$ cat config.mk
export PLATFORM = sky130hd
export DESIGN_NAME = writeback_queue_flat
export DESIGN_NICKNAME = d
export VERILOG_FILES = /design/src/rtl/writeback_queue_if.sv /design/src/rtl/writeback_queue.sv /design/src/flat_wrapper.sv
export SDC_FILE = /design/constraint.sdc
export NUM_CORES = 1
export LEC_CHECK = 0
export ABC_CLOCK_PERIOD_IN_PS = 5720
export CORE_ASPECT_RATIO = 1.5
export CORE_MARGIN = 4
export CORE_UTILIZATION = 61
export DETAILED_ROUTE_END_ITERATION = 10
export HOLD_SLACK_MARGIN = 0.1
export PLACE_DENSITY = 0.91
export RECOVER_POWER = 25
export SYNTH_ARGS = -nofsm -noshare
export SYNTH_HDL_FRONTEND = slang
export SYNTH_SLANG_ARGS = --single-unit
$ cat constraint.sdc
create_clock -name clk -period 5.72 [get_ports clk]
set_clock_uncertainty 0.15 [all_clocks]
set_input_delay 0.858 -clock clk [delete_from_list [all_inputs] [get_ports clk]]
set_output_delay 0.858 -clock clk [all_outputs]
set_load 0.02 [all_outputs]
$ cat src/rtl/writeback_queue_if.sv
// Bundle of the writeback request port, the register-file write port and the
// two forwarding lookups. The queue connects to the slave modport.
interface writeback_queue_if #(
  parameter int DEPTH = 4
);
  localparam int CW = $clog2(DEPTH + 1);

  logic          in_valid;
  logic          in_ready;
  logic [4:0]    in_addr;
  logic [63:0]   in_data;

  logic          rf_stall;
  logic          rf_we;
  logic [4:0]    rf_waddr;
  logic [63:0]   rf_wdata;

  logic [4:0]    lk1_addr;
  logic [4:0]    lk2_addr;
  logic          lk1_hit;
  logic          lk2_hit;
  logic [63:0]   lk1_data;
  logic [63:0]   lk2_data;

  logic [CW-1:0] count;

  modport master (
    output in_valid, in_addr, in_data, rf_stall, lk1_addr, lk2_addr,
    input  in_ready, rf_we, rf_waddr, rf_wdata,
    input  lk1_hit, lk2_hit, lk1_data, lk2_data, count
  );

  modport slave (
    input  in_valid, in_addr, in_data, rf_stall, lk1_addr, lk2_addr,
    output in_ready, rf_we, rf_waddr, rf_wdata,
    output lk1_hit, lk2_hit, lk1_data, lk2_data, count
  );
endinterface

$ cat src/rtl/writeback_queue.sv
// In-order register writeback queue with youngest-match operand forwarding.
// Writes to the hard-wired zero register are acknowledged and dropped.
module writeback_queue #(
  parameter int DEPTH    = 4,
  parameter int ZERO_REG = 31
) (
  input  logic              clk,
  input  logic              rst,
  writeback_queue_if.slave  bus
);
  localparam int PW = (DEPTH > 1) ? $clog2(DEPTH) : 1;
  localparam int CW = $clog2(DEPTH + 1);
  localparam logic [4:0]    ZERO_ADDR = 5'(ZERO_REG);
  localparam logic [CW-1:0] FULL_CNT  = CW'(DEPTH);

  typedef struct packed {
    logic        hit;
    logic [63:0] data;
  } fwd_t;

  logic [PW-1:0] head;
  logic [PW-1:0] tail;
  logic [CW-1:0] count_q;
  logic [4:0]    addr_mem [DEPTH];
  logic [63:0]   data_mem [DEPTH];

  logic full;
  logic empty;
  logic push;
  logic pop;
  fwd_t fwd1;
  fwd_t fwd2;

  assign full  = (count_q == FULL_CNT);
  assign empty = (count_q == '0);
  assign push  = bus.in_valid && !full && (bus.in_addr != ZERO_ADDR);
  assign pop   = !empty && !bus.rf_stall;

  assign bus.in_ready = !full;
  assign bus.rf_we    = pop;
  assign bus.rf_waddr = empty ? 5'd0  : addr_mem[head];
  assign bus.rf_wdata = empty ? 64'd0 : data_mem[head];
  assign bus.count    = count_q;

  // Walk from oldest to youngest so the last match left standing is the youngest.
  function automatic fwd_t lookup(input logic [4:0] key);
    fwd_t          r;
    logic [PW-1:0] idx;
    r = '0;
    for (int k = 0; k < DEPTH; k++) begin
      idx = head + PW'(k);
      if ((CW'(k) < count_q) && (addr_mem[idx] == key) && (key != ZERO_ADDR)) begin
        r.hit  = 1'b1;
        r.data = data_mem[idx];
      end
    end
    return r;
  endfunction

  // NOTE: every always_comb output gets a value on every path, so no latch is inferred.
  always_comb begin
    fwd1 = lookup(bus.lk1_addr);
    fwd2 = lookup(bus.lk2_addr);
  end

  assign bus.lk1_hit  = fwd1.hit;
  assign bus.lk1_data = fwd1.data;
  assign bus.lk2_hit  = fwd2.hit;
  assign bus.lk2_data = fwd2.data;

  // NOTE: sequential state uses non-blocking assignments so every register samples pre-edge values.
  always_ff @(posedge clk) begin
    if (rst) begin
      head    <= '0;
      tail    <= '0;
      count_q <= '0;
    end else begin
      if (push) tail <= tail + PW'(1);
      if (pop)  head <= head + PW'(1);
      case ({push, pop})
        2'b10:   count_q <= count_q + CW'(1);
        2'b01:   count_q <= count_q - CW'(1);
        default: count_q <= count_q;
      endcase
    end
  end

  // NOTE: entry storage is not reset; occupancy masks stale entries from every output.
  always_ff @(posedge clk) begin
    if (push && !rst) begin
      addr_mem[tail] <= bus.in_addr;
      data_mem[tail] <= bus.in_data;
    end
  end
endmodule

$ cat src/flat_wrapper.sv
// flat-port wrapper written by rule: the top's interface ports become plain ports
module writeback_queue_flat 
#(
  parameter int DEPTH    = 4,
  parameter int ZERO_REG = 31
)
  (clk, rst, bus_in_valid, bus_in_addr, bus_in_data, bus_rf_stall, bus_lk1_addr, bus_lk2_addr, bus_in_ready, bus_rf_we, bus_rf_waddr, bus_rf_wdata, bus_lk1_hit, bus_lk2_hit, bus_lk1_data, bus_lk2_data, bus_count);
  writeback_queue_if #(.DEPTH(DEPTH)) bus_i ();
  input  logic clk;
  input  logic rst;
  input wire logic [$bits(bus_i.in_valid)-1:0] bus_in_valid;
  input wire logic [$bits(bus_i.in_addr)-1:0] bus_in_addr;
  input wire logic [$bits(bus_i.in_data)-1:0] bus_in_data;
  input wire logic [$bits(bus_i.rf_stall)-1:0] bus_rf_stall;
  input wire logic [$bits(bus_i.lk1_addr)-1:0] bus_lk1_addr;
  input wire logic [$bits(bus_i.lk2_addr)-1:0] bus_lk2_addr;
  output wire logic [$bits(bus_i.in_ready)-1:0] bus_in_ready;
  output wire logic [$bits(bus_i.rf_we)-1:0] bus_rf_we;
  output wire logic [$bits(bus_i.rf_waddr)-1:0] bus_rf_waddr;
  output wire logic [$bits(bus_i.rf_wdata)-1:0] bus_rf_wdata;
  output wire logic [$bits(bus_i.lk1_hit)-1:0] bus_lk1_hit;
  output wire logic [$bits(bus_i.lk2_hit)-1:0] bus_lk2_hit;
  output wire logic [$bits(bus_i.lk1_data)-1:0] bus_lk1_data;
  output wire logic [$bits(bus_i.lk2_data)-1:0] bus_lk2_data;
  output wire logic [$bits(bus_i.count)-1:0] bus_count;
  assign bus_i.in_valid = bus_in_valid;
  assign bus_i.in_addr = bus_in_addr;
  assign bus_i.in_data = bus_in_data;
  assign bus_i.rf_stall = bus_rf_stall;
  assign bus_i.lk1_addr = bus_lk1_addr;
  assign bus_i.lk2_addr = bus_lk2_addr;
  assign bus_in_ready = bus_i.in_ready;
  assign bus_rf_we = bus_i.rf_we;
  assign bus_rf_waddr = bus_i.rf_waddr;
  assign bus_rf_wdata = bus_i.rf_wdata;
  assign bus_lk1_hit = bus_i.lk1_hit;
  assign bus_lk2_hit = bus_i.lk2_hit;
  assign bus_lk1_data = bus_i.lk1_data;
  assign bus_lk2_data = bus_i.lk2_data;
  assign bus_count = bus_i.count;
  writeback_queue #(.DEPTH(DEPTH), .ZERO_REG(ZERO_REG)) u_core (.clk(clk), .rst(rst), .bus(bus_i));
endmodule
Word-level counts from Yosys, hierarchy flattened
Memories as Yosys holds them, arrays and structs flattened. A register that Yosys moved wholly into a read port is not among the register bits.
Cells that the tools add are included.
W data, S select, Z words.
{"block": "op_classes", "n_addsub": 6, "n_lt_le_gt_ge": 4, "n_eq_ne": 14, "mux": 17, "reduce_logical": 26}
{"cell": "$mux W65", "n": 8}
{"cell": "$mux W64", "n": 1}
{"cell": "$eq A5 B5 Y1", "n": 8}
{"cell": "$logic_and A1 B1 Y1", "n": 20}
{"cell": "$ne A5 B5 Y1 const B", "n": 3}
{"cell": "$mux W2", "n": 4}
{"cell": "$lt A1 B3 Y1 const A", "n": 2}
{"cell": "$lt A2 B3 Y1 const A", "n": 2}
{"cell": "$pmux W3 S2", "n": 1}
{"cell": "$mux W5", "n": 1}
{"cell": "$add A2 B1 Y2 const B", "n": 2}
{"cell": "$add A2 B2 Y2 const B", "n": 2}
{"cell": "$logic_not A1 Y1", "n": 4}
{"cell": "$add A3 B1 Y3 const B", "n": 1}
{"cell": "$eq A3 B3 Y1 const B", "n": 1}
{"cell": "$logic_not A3 Y1", "n": 1}
{"cell": "$sub A3 B1 Y3 const B", "n": 1}
{"cell": "$eq A2 B1 Y1 const B", "n": 1}
{"cell": "$eq A2 B2 Y1 const B", "n": 1}
{"cell": "$mux W1", "n": 2}
{"cell": "$reduce_bool A2 Y1", "n": 1}
{"block": "word_totals", "reg_bits": 7, "mem_bits_rw": 276, "inputBits": 83, "output_inout_bits": 204, "word_cells": 72, "n_memories": 2}
{"name": "u_core.data_mem", "words": 4, "width": 64, "read_ports": 4, "rd_ports_with_merged_regs": 1, "write_ports": 1, "line": "writeback_queue.sv:25", "rtl": "logic [63:0] data_mem [DEPTH];"}
{"name": "u_core.addr_mem", "words": 4, "width": 5, "read_ports": 4, "rd_ports_with_merged_regs": 1, "write_ports": 1, "line": "writeback_queue.sv:24", "rtl": "logic [4:0] addr_mem [DEPTH];"}

Logic depth before layout (Yosys ltp)
Gate-level depths: netlist (run 1).
An unclocked memory read counts as a cell.
{"block": "depth", "depth_word": 8, "depth_mapped": 12, "depth_no_buf": 8}

Least setup slack after synthesis (run 1)
No wires, ideal clock.
{"block": "synth_timing", "path_type": "input to output", "from": "in bus_lk1_addr[1]", "to": "out bus_lk1_data[3]", "arrival_ns": 2.915, "required_time_ns": 4.712, "slack_ns": 1.797, "stages": 8, "path_buffers": 2, "cell_sequence": "clkbuf_1 > nand3_1 > o211ai_1 > a21oi_1 > a2111oi_4 > buf_2 > a221oi_1 > o31ai_1"}
{"block": "synth_via", "elab_chain_len": 7, "word_cells_on_any_way": 17, "classes_between": "eq/ne (5); mux (4); reduce/logical (8)"}
{"item": "start, declared", "line": "flat_wrapper.sv:15", "rtl": "input wire logic [$bits(bus_i.lk1_addr)-1:0] bus_lk1_addr;"}
{"item": "$eq A5 B5 Y1", "line": "writeback_queue.sv:52", "rtl": "if ((CW'(k) < count_q) && (addr_mem[idx] == key) && (key != ZERO_ADDR)) begin"}
{"item": "$logic_and A1 B1 Y1 (2 in series)", "line": "writeback_queue.sv:52"}
{"item": "$mux W65 (3 in series)", "line": "writeback_queue.sv:52"}
{"item": "$mux W65 *", "line": "writeback_queue.sv:52"}
{"item": "end, declared", "line": "flat_wrapper.sv:23", "rtl": "output wire logic [$bits(bus_i.lk1_data)-1:0] bus_lk1_data;"}
Mark *: on every way between the ends. The rest lies on a longest branch, timed or not.

Final worst setup path (run 1)
{"block": "layout_timing", "from": "reg u_core.head[1]", "to": "out bus_lk2_data[34]"}
{"block": "layout_via", "elab_chain_len": 8, "word_cells_on_any_way": 17, "classes_between": "add/sub (3); eq/ne (3); mux (3); reduce/logical (6); memory (2)"}
{"item": "start, declared", "line": "writeback_queue.sv:21", "rtl": "logic [PW-1:0] head;"}
{"item": "start signal, assigned", "line": "writeback_queue.sv:79", "rtl": "if (pop) head <= head + PW'(1);"}
{"item": "$add A2 B1 Y2", "line": "writeback_queue.sv:51", "rtl": "idx = head + PW'(k);"}
{"item": "$mem_v2 Z4 W5"}
{"item": "$eq A5 B5 Y1", "line": "writeback_queue.sv:52"}
{"item": "$logic_and A1 B1 Y1 (2 in series)", "line": "writeback_queue.sv:52"}
{"item": "$mux W65 (2 in series)", "line": "writeback_queue.sv:52"}
{"item": "$mux W65 *", "line": "writeback_queue.sv:52"}
{"item": "end, declared", "line": "flat_wrapper.sv:24", "rtl": "output wire logic [$bits(bus_i.lk2_data)-1:0] bus_lk2_data;"}
Marks and branches as above.

==> metrics.cfg, run 1 <==
[floorplan]
fp.dieArea_um2=38300
num_rows=83
core-area_um2=34500
pin_count=287
die_y_um=238
start_util=0.622
die_x_um=161

[route]
first_pass_iters=6
drtIter0Drc=2671
vias_per_cell=7.22
wire_per_inst_um=26.6
drc=0
drt-total-wl_mm=69.2
vias=18800
drtAntennaViolNets=0

[clock_network]
htree_levels=1
cts_buffer_depth=3
cts_num_sinks=285
cts_tree=built
ctsRootBufferMaster=clkbuf_16
cts-buffers-inserted=28
post_cts_buffers=0
clk_latency_ns=0.56
clk_pin_slew_ns=0.06

[worst_setup_path]
worst-path-buf-inv=2
cp.required_ns=4.71
crit_chain=mux4_2, xnor2_1, nand4_1, o22ai_4, buf_4, o21ai_0, clkdlybuf4s50_1
cp.depth=7
path_class=register to primary output
critPathTopFamily=buffers and inverters
reg2regPathDepth=7
worst_path_max_delay_cell=o22ai_4
critPathArrivalTime_ns=4.67
cp-start-kind=register
endpoint_kind=primary output
slowest_delay_ns=0.80
cp_max_fo=37

[cells_and_area]
syn_to_final_growth_pct=19.6
layout.nets=2191
n_fill_cell=2236
fin_util=0.744
drive_gt1_frac=0.127

[global_route]
grt_pass1_wl_mm=105
grt_pass1_vias=19000
gr-usage-all-layers=0.347
grt_overflow=0
antenna_found_initial=16
grt_max_degree=102

[timing]
rsz0062_at_grt=false
slew_viol_final=0
finalHoldViolations=0
setup_viol=0
worstMarginPinSlew_ns=1.15
period_share=0.993
maxSlewHeadroom=0.237
max_freq_mhz=176
min_period_ns=5.68
fin_tns_setup_ns=0

[synth]
syn_area_um2=21500
synthFlopType=edfxtp_1
synth_enable_flop_cells=276
seq_area_frac_synth=0.395
async_flop_share=0
synthCells=1947
syn_avg_cell_area_um2=11.0
synth-seq-cells=285
syn-num-nets=2038
synth_warnings=0
synth_cell_types=48

[status]
status=finished, final reports clean

[worst_hold_path]
hold_path_depth=2
hold_path.class=register to register

[power]
p_leak_nw=7.79
power-per-cell-area_nw_per_um2=371
irDropWorstVdd_v=0.000315

[place]
io_buffers=286
place.gp.congestion=0.883
dp_hpwl_mm=43.9

[flow_run]
drv_cap=0

==> path summary, 6_finish.rpt <==
path                                         start                          endpoint  slack, ns
hold reg to reg        u_core.tail[1]$_SDFFE_PP0P_       u_core.tail[1]$_SDFFE_PP0P_       0.41
setup / recovery       u_core.head[1]$_SDFFE_PP0P_                  bus_lk2_data[34]       0.04
setup reg to reg  u_core.bus.count[1]$_SDFFE_PP0P_  u_core.data_mem[0][23]$_DFFE_PP_       2.59
hold / removal         u_core.tail[1]$_SDFFE_PP0P_       u_core.tail[1]$_SDFFE_PP0P_       0.41
==> Yosys cell counts (all sizes together), types with 2 or more instances <==
| cell type | count | area (µm²) |
|---|---|---|
| mux2i | 386 | 3860 |
| mux2 | 70 | 800 |
| dfxtp | 9 | 180 |
| edfxtp | 276 | 8290 |
| buf | 106 | 567 |
| inv | 6 | 22.5 |
| nor2b | 72 | 450 |
| o22ai | 2 | 12.5 |
| clkbuf | 105 | 394 |
| nand2b | 2 | 12.5 |
| xnor2 | 29 | 254 |
| or3 | 2 | 12.5 |
| o21ai | 252 | 1260 |
| nor3 | 62 | 310 |
| mux4 | 86 | 1940 |
| o2111ai | 2 | 17.5 |
| nor2 | 18 | 67.6 |
| a221o | 67 | 671 |
| a21oi | 69 | 345 |
| and2 | 5 | 31.3 |
| nor4 | 70 | 450 |
| a211o | 2 | 17.5 |
| nand2 | 140 | 526 |
| nand4 | 4 | 25.0 |
| xor2 | 12 | 105 |
| nand3 | 6 | 30.0 |
| ha | 8 | 100 |
| a22o | 63 | 552 |
| o211ai | 2 | 15.0 |
==> cell families after synthesis <==
family                     after synthesis  share of synthesized area
muxes                                  542                      0.308
AOI/OAI and AO/OA                      467                      0.139
and+or+nand+nor                        387                     0.0918
DFF                                    285                      0.395
buffers and inverters                  217                     0.0458
xor gates and xnor gates                41                     0.0167
adders and majority gates                8                    0.00466
==> routing by layer <==
layer | vias up | part of all wire | GRT usage
met4 | 2 | 0.072 | 0.249
met1 | 9034 | 0.33 | 0.397
met3 | 368 | 0.097 | 0.0545
met5 | - | 0.00010 | 0
met2 | 1459 | 0.50 | 0.591
li1 | 7950 | - | -
==> sequential cells by signal (all words and copies together) (netlist names), named ones only <==
register          cells
u_core.addr_mem      20
u_core.bus.count      3
u_core.data_mem     256
u_core.head           2
u_core.tail           2
==> cell type report <==
type / instances / area (µm²) / area share
Multi-Input combinational cell: 1445 / 12100 / 0.472
Sequential cell: 285 / 8480 / 0.331
Timing Repair Buffer: 334 / 3380 / 0.132
Clock buffer: 36 / 731 / 0.0285
Tap cell: 467 / 584 / 0.0228
Clock inverter: 16 / 297 / 0.0116
Antenna cell: 15 / 37.5 / 0.00146
Inverter: 6 / 22.5 / 0.000878
==> tightest hold or removal path: stages, from the launching register on <==
cell and delay [ns]:
dfxtp_1 0.33, mux2i_1 0.13, nor2_1 0.05
==> through the flow <==
| stage | hold WS [ns] | power, mW | area (µm²) | worst slack, ns | cells |
|---|---|---|---|---|---|
| finish | 0.411 | 9.53 | 25700 | 0.0394 | 2604 |
| global route | 0.458 | 9.87 | 25700 | 0.0129 | 2602 |
| CTS | 0.411 | 9.45 | 25600 | 0.125 | 2589 |
| detailed placement | 0.404 | 7.38 | 24600 | 0.549 | 2537 |
| global placement | 0.383 | 7.26 | 24600 | 0.581 | 2537 |
| floorplan | 0.368 | 5.71 | 21500 | 1.80 | 1947 |
==> repair_timing <==
| item | 4_1_cts | 5_1_grt |
|---|---|---|
| setup endpoints to repair | 0 | 4 |
| hold buffers | 0 | 0 |
| resized for setup | 0 | 4 |
==> cell usage in the layout (no fill, tap or decap), types with 17 or more instances in the layout <==
master | netlist | final
xnor2_1 | 29 | 29
nor2b_1 | 72 | 71
a22o_1 | 63 | 63
buf_4 | 9 | 35
nor2_1 | 18 | 17
a221o_1 | 67 | 67
mux4_2 | 86 | 86
mux2_2 | 67 | 67
edfxtp_1 | 276 | 276
nand2_1 | 140 | 139
clkdlybuf4s50_1 | 0 | 237
a21oi_1 | 69 | 69
mux2i_1 | 386 | 385
clkbuf_16 | 0 | 28
dlygate4sd3_1 | 0 | 49
nor4_1 | 68 | 68
nor3_1 | 62 | 62
o21ai_0 | 252 | 251
==> where the power goes <==
part	total (mW)	switching (mW)	internal, mW
clock network	2.07	0.808	1.26
registers	2.57	0.160	2.41
logic	4.88	2.93	1.95
total	9.53	3.90	5.63
Power figures use the tool's default switching activity.
==> run 2: changes to the inputs <==
--- a/config.mk
+++ b/config.mk
@@ -5,10 +5,12 @@
 export SDC_FILE = /design/constraint.sdc
 export NUM_CORES = 1
 export LEC_CHECK = 0
+export ABC_AREA = 0
 export ABC_CLOCK_PERIOD_IN_PS = 5720
 export CORE_ASPECT_RATIO = 1.5
 export CORE_MARGIN = 4
 export CORE_UTILIZATION = 61
+export CTS_BUF_LIST = sky130_fd_sc_hd__clkbuf_16
 export DETAILED_ROUTE_END_ITERATION = 10
 export HOLD_SLACK_MARGIN = 0.1
 export PLACE_DENSITY = 0.91
==> metrics.cfg, run 2 (synthesized netlist as in run 1, its figures left out) <==
[clock_network]
htree_levels=1  ; unchanged
clk_latency_ns=0.56  ; about the same
cts_num_sinks=285  ; unchanged
cts-buffers-inserted=28  ; unchanged
post_cts_buffers=0  ; unchanged
cts_buffer_depth=3  ; unchanged
cts_tree=built  ; unchanged
clk_pin_slew_ns=0.06  ; about the same
hold_buffers=0  ; unchanged
ctsRootBufferMaster=clkbuf_16  ; unchanged

[floorplan]
start_util=0.622  ; unchanged
die_y_um=238  ; unchanged
pin_count=287  ; unchanged
die_x_um=161  ; unchanged
core-area_um2=34500  ; unchanged
fp.dieArea_um2=38300  ; unchanged
num_rows=83  ; unchanged

[worst_setup_path]
cp-start-kind=register  ; unchanged
worst_path_max_delay_cell=o22ai_4  ; unchanged
critPathArrivalTime_ns=4.64  ; was 4.67 ns
slowest_delay_ns=0.77  ; was 0.80 ns
path_class=register to primary output  ; unchanged
endpoint_kind=primary output  ; unchanged
cp.required_ns=4.71  ; about the same
crit_chain=mux4_2, xnor2_1, nand4_1, o22ai_4, buf_4, o21ai_0, clkdlybuf4s50_1  ; unchanged
cp_max_fo=37  ; unchanged

[timing]
min_period_ns=5.65  ; was 5.68 ns
finalHoldViolations=0  ; unchanged
max_freq_mhz=177  ; was 176 MHz
rsz0062_at_grt=false  ; unchanged
maxSlewHeadroom=0.260  ; was 0.237
setup_viol=0  ; unchanged
period_share=0.988  ; was 0.993
fin_tns_setup_ns=0  ; unchanged
slew_viol_final=0  ; unchanged
worstMarginPinSlew_ns=1.11  ; was 1.15 ns

[global_route]
antenna_found_initial=16  ; unchanged
grt_pass1_vias=19000  ; unchanged
use_met1=0.397  ; unchanged
met2_usage=0.591  ; unchanged
grtUsageMet3=0.0545  ; unchanged
grt_pass1_wl_mm=105  ; unchanged
gr-usage-all-layers=0.347  ; unchanged
grt_overflow=0  ; unchanged
grt.busiest_layer=met2  ; unchanged
grt_max_degree=102  ; unchanged

[route]
drtAntennaViolNets=0  ; unchanged
drtIter0Drc=2635  ; was 2671
first_pass_iters=7  ; was 6
wire_per_inst_um=26.6  ; about the same
drt-total-wl_mm=69.2  ; about the same
vias_per_cell=7.24  ; was 7.22
vias=18900  ; was 18.8k
drc=0  ; unchanged

[power]
seqPwrFrac=0.271  ; was 0.270
power-per-cell-area_nw_per_um2=371  ; about the same
clkPwrFrac=0.216  ; was 0.218
irDropWorstVdd_v=0.000315  ; about the same
p_comb_frac=0.513  ; was 0.512
p_leak_nw=7.82  ; was 7.79 nW
p_sw_frac=0.410  ; was 0.409
power_mw=9.51  ; was 9.53 mW
p_int_mw=5.61  ; was 5.63 mW
p_sw_mw=3.90  ; about the same

[cells_and_area]
top_register=u_core.data_mem  ; unchanged
layout.nets=2191  ; unchanged
drive_gt1_frac=0.127  ; unchanged
syn_to_final_growth_pct=19.6  ; about the same
final_common_cell=mux2i_1  ; unchanged
multi_input_area_um2=12100  ; unchanged
n_fill_cell=2235  ; was 2236
largest_reg_flops=256  ; unchanged
seq_area_um2=8480  ; unchanged
final_cell_mix=mux2i_1 (385), edfxtp_1 (276), o21ai_0 (251)  ; unchanged

[place]
dp_hpwl_mm=43.9  ; unchanged
place.gp.congestion=0.883  ; unchanged
io_buffers=286  ; unchanged

[status]
status=finished, final reports clean  ; unchanged

[flow_run]
drv_cap=0  ; unchanged

[worst_hold_path]
hold_path.class=register to register  ; unchanged

-- run 2: cell count changes in the layout (fill, tap and decap cells not counted) --
cell      change
clkbuf_1      -8
inv_1         +8
diode_2       +1
-- run 2: worst paths after layout --
path                                                        from                          endpoint  slack (ns)  depth (start not counted)
worst min-delay path                 u_core.tail[1]$_SDFFE_PP0P_       u_core.tail[1]$_SDFFE_PP0P_        0.41                          2
worst min register to register       u_core.tail[1]$_SDFFE_PP0P_       u_core.tail[1]$_SDFFE_PP0P_        0.41                          2
worst max-delay path                 u_core.head[1]$_SDFFE_PP0P_                  bus_lk2_data[34]        0.07                          7
worst max register to register  u_core.bus.count[1]$_SDFFE_PP0P_  u_core.data_mem[0][23]$_DFFE_PP_        2.58                          7
-- run 2: final cells by class --
type,count,share of cell area
diodes,16,0.00156
clock buffers,28,0.0273
clock inverters,24,0.0127
inverters,6,0.000878
multi-input cells,1445,0.472
flip-flops and latches,285,0.331
well taps,467,0.0228
repair buffers,334,0.132
-- run 2: timing repair --
action,4_1_cts,5_1_grt
gates resized for setup,0,4
endpoints found under the setup margin,0,4
hold endpoints to repair,0,0
-- run 2: per-stage QoR --
step                       util  hold WS [ns]  area, µm²  worst slack [ns]  cells
after global routing      0.744         0.458      25700            0.0129   2602
after detailed placement  0.713         0.404      24600             0.549   2537
final                     0.744         0.412      25700            0.0676   2605
after floorplan               -         0.368      21500              1.80   1947
after CTS                 0.743         0.411      25600             0.125   2589
after global placement    0.713         0.383      24600             0.581   2537
-- run 2: power by group through the flow --
| stage | Sequential, mW | Clock [mW] | Combinational [mW] |
|---|---|---|---|
| final | 2.57 | 2.06 | 4.88 |
| after global routing | 2.59 | 2.13 | 5.14 |
| after CTS | 2.57 | 2.07 | 4.80 |
| after detailed placement | 2.61 | 0 | 4.77 |
| after global placement | 2.59 | 0 | 4.67 |
| after floorplan | 2.52 | 0 | 3.19 |
-- run 2: critical path, delay by kind of cell, from the launching register on --
kind                   cells  cell delay [ns]
AO/OA/AOI/OAI              2             1.01
XOR/XNOR                   1             0.24
buffers and inverters      2             1.10
flip-flops                 1             0.76
multiplexers               1             0.64
AND/OR/NAND/NOR            1             0.26
-- run 2: layer usage --
metal  part of all wire  up-vias  routed length [µm]
li1                   -     7947                   -
met1               0.33     9013               22800
met2               0.50     1483               34400
met3              0.098      410                6790
met4              0.074        2                5150
met5            0.00010        -                   7
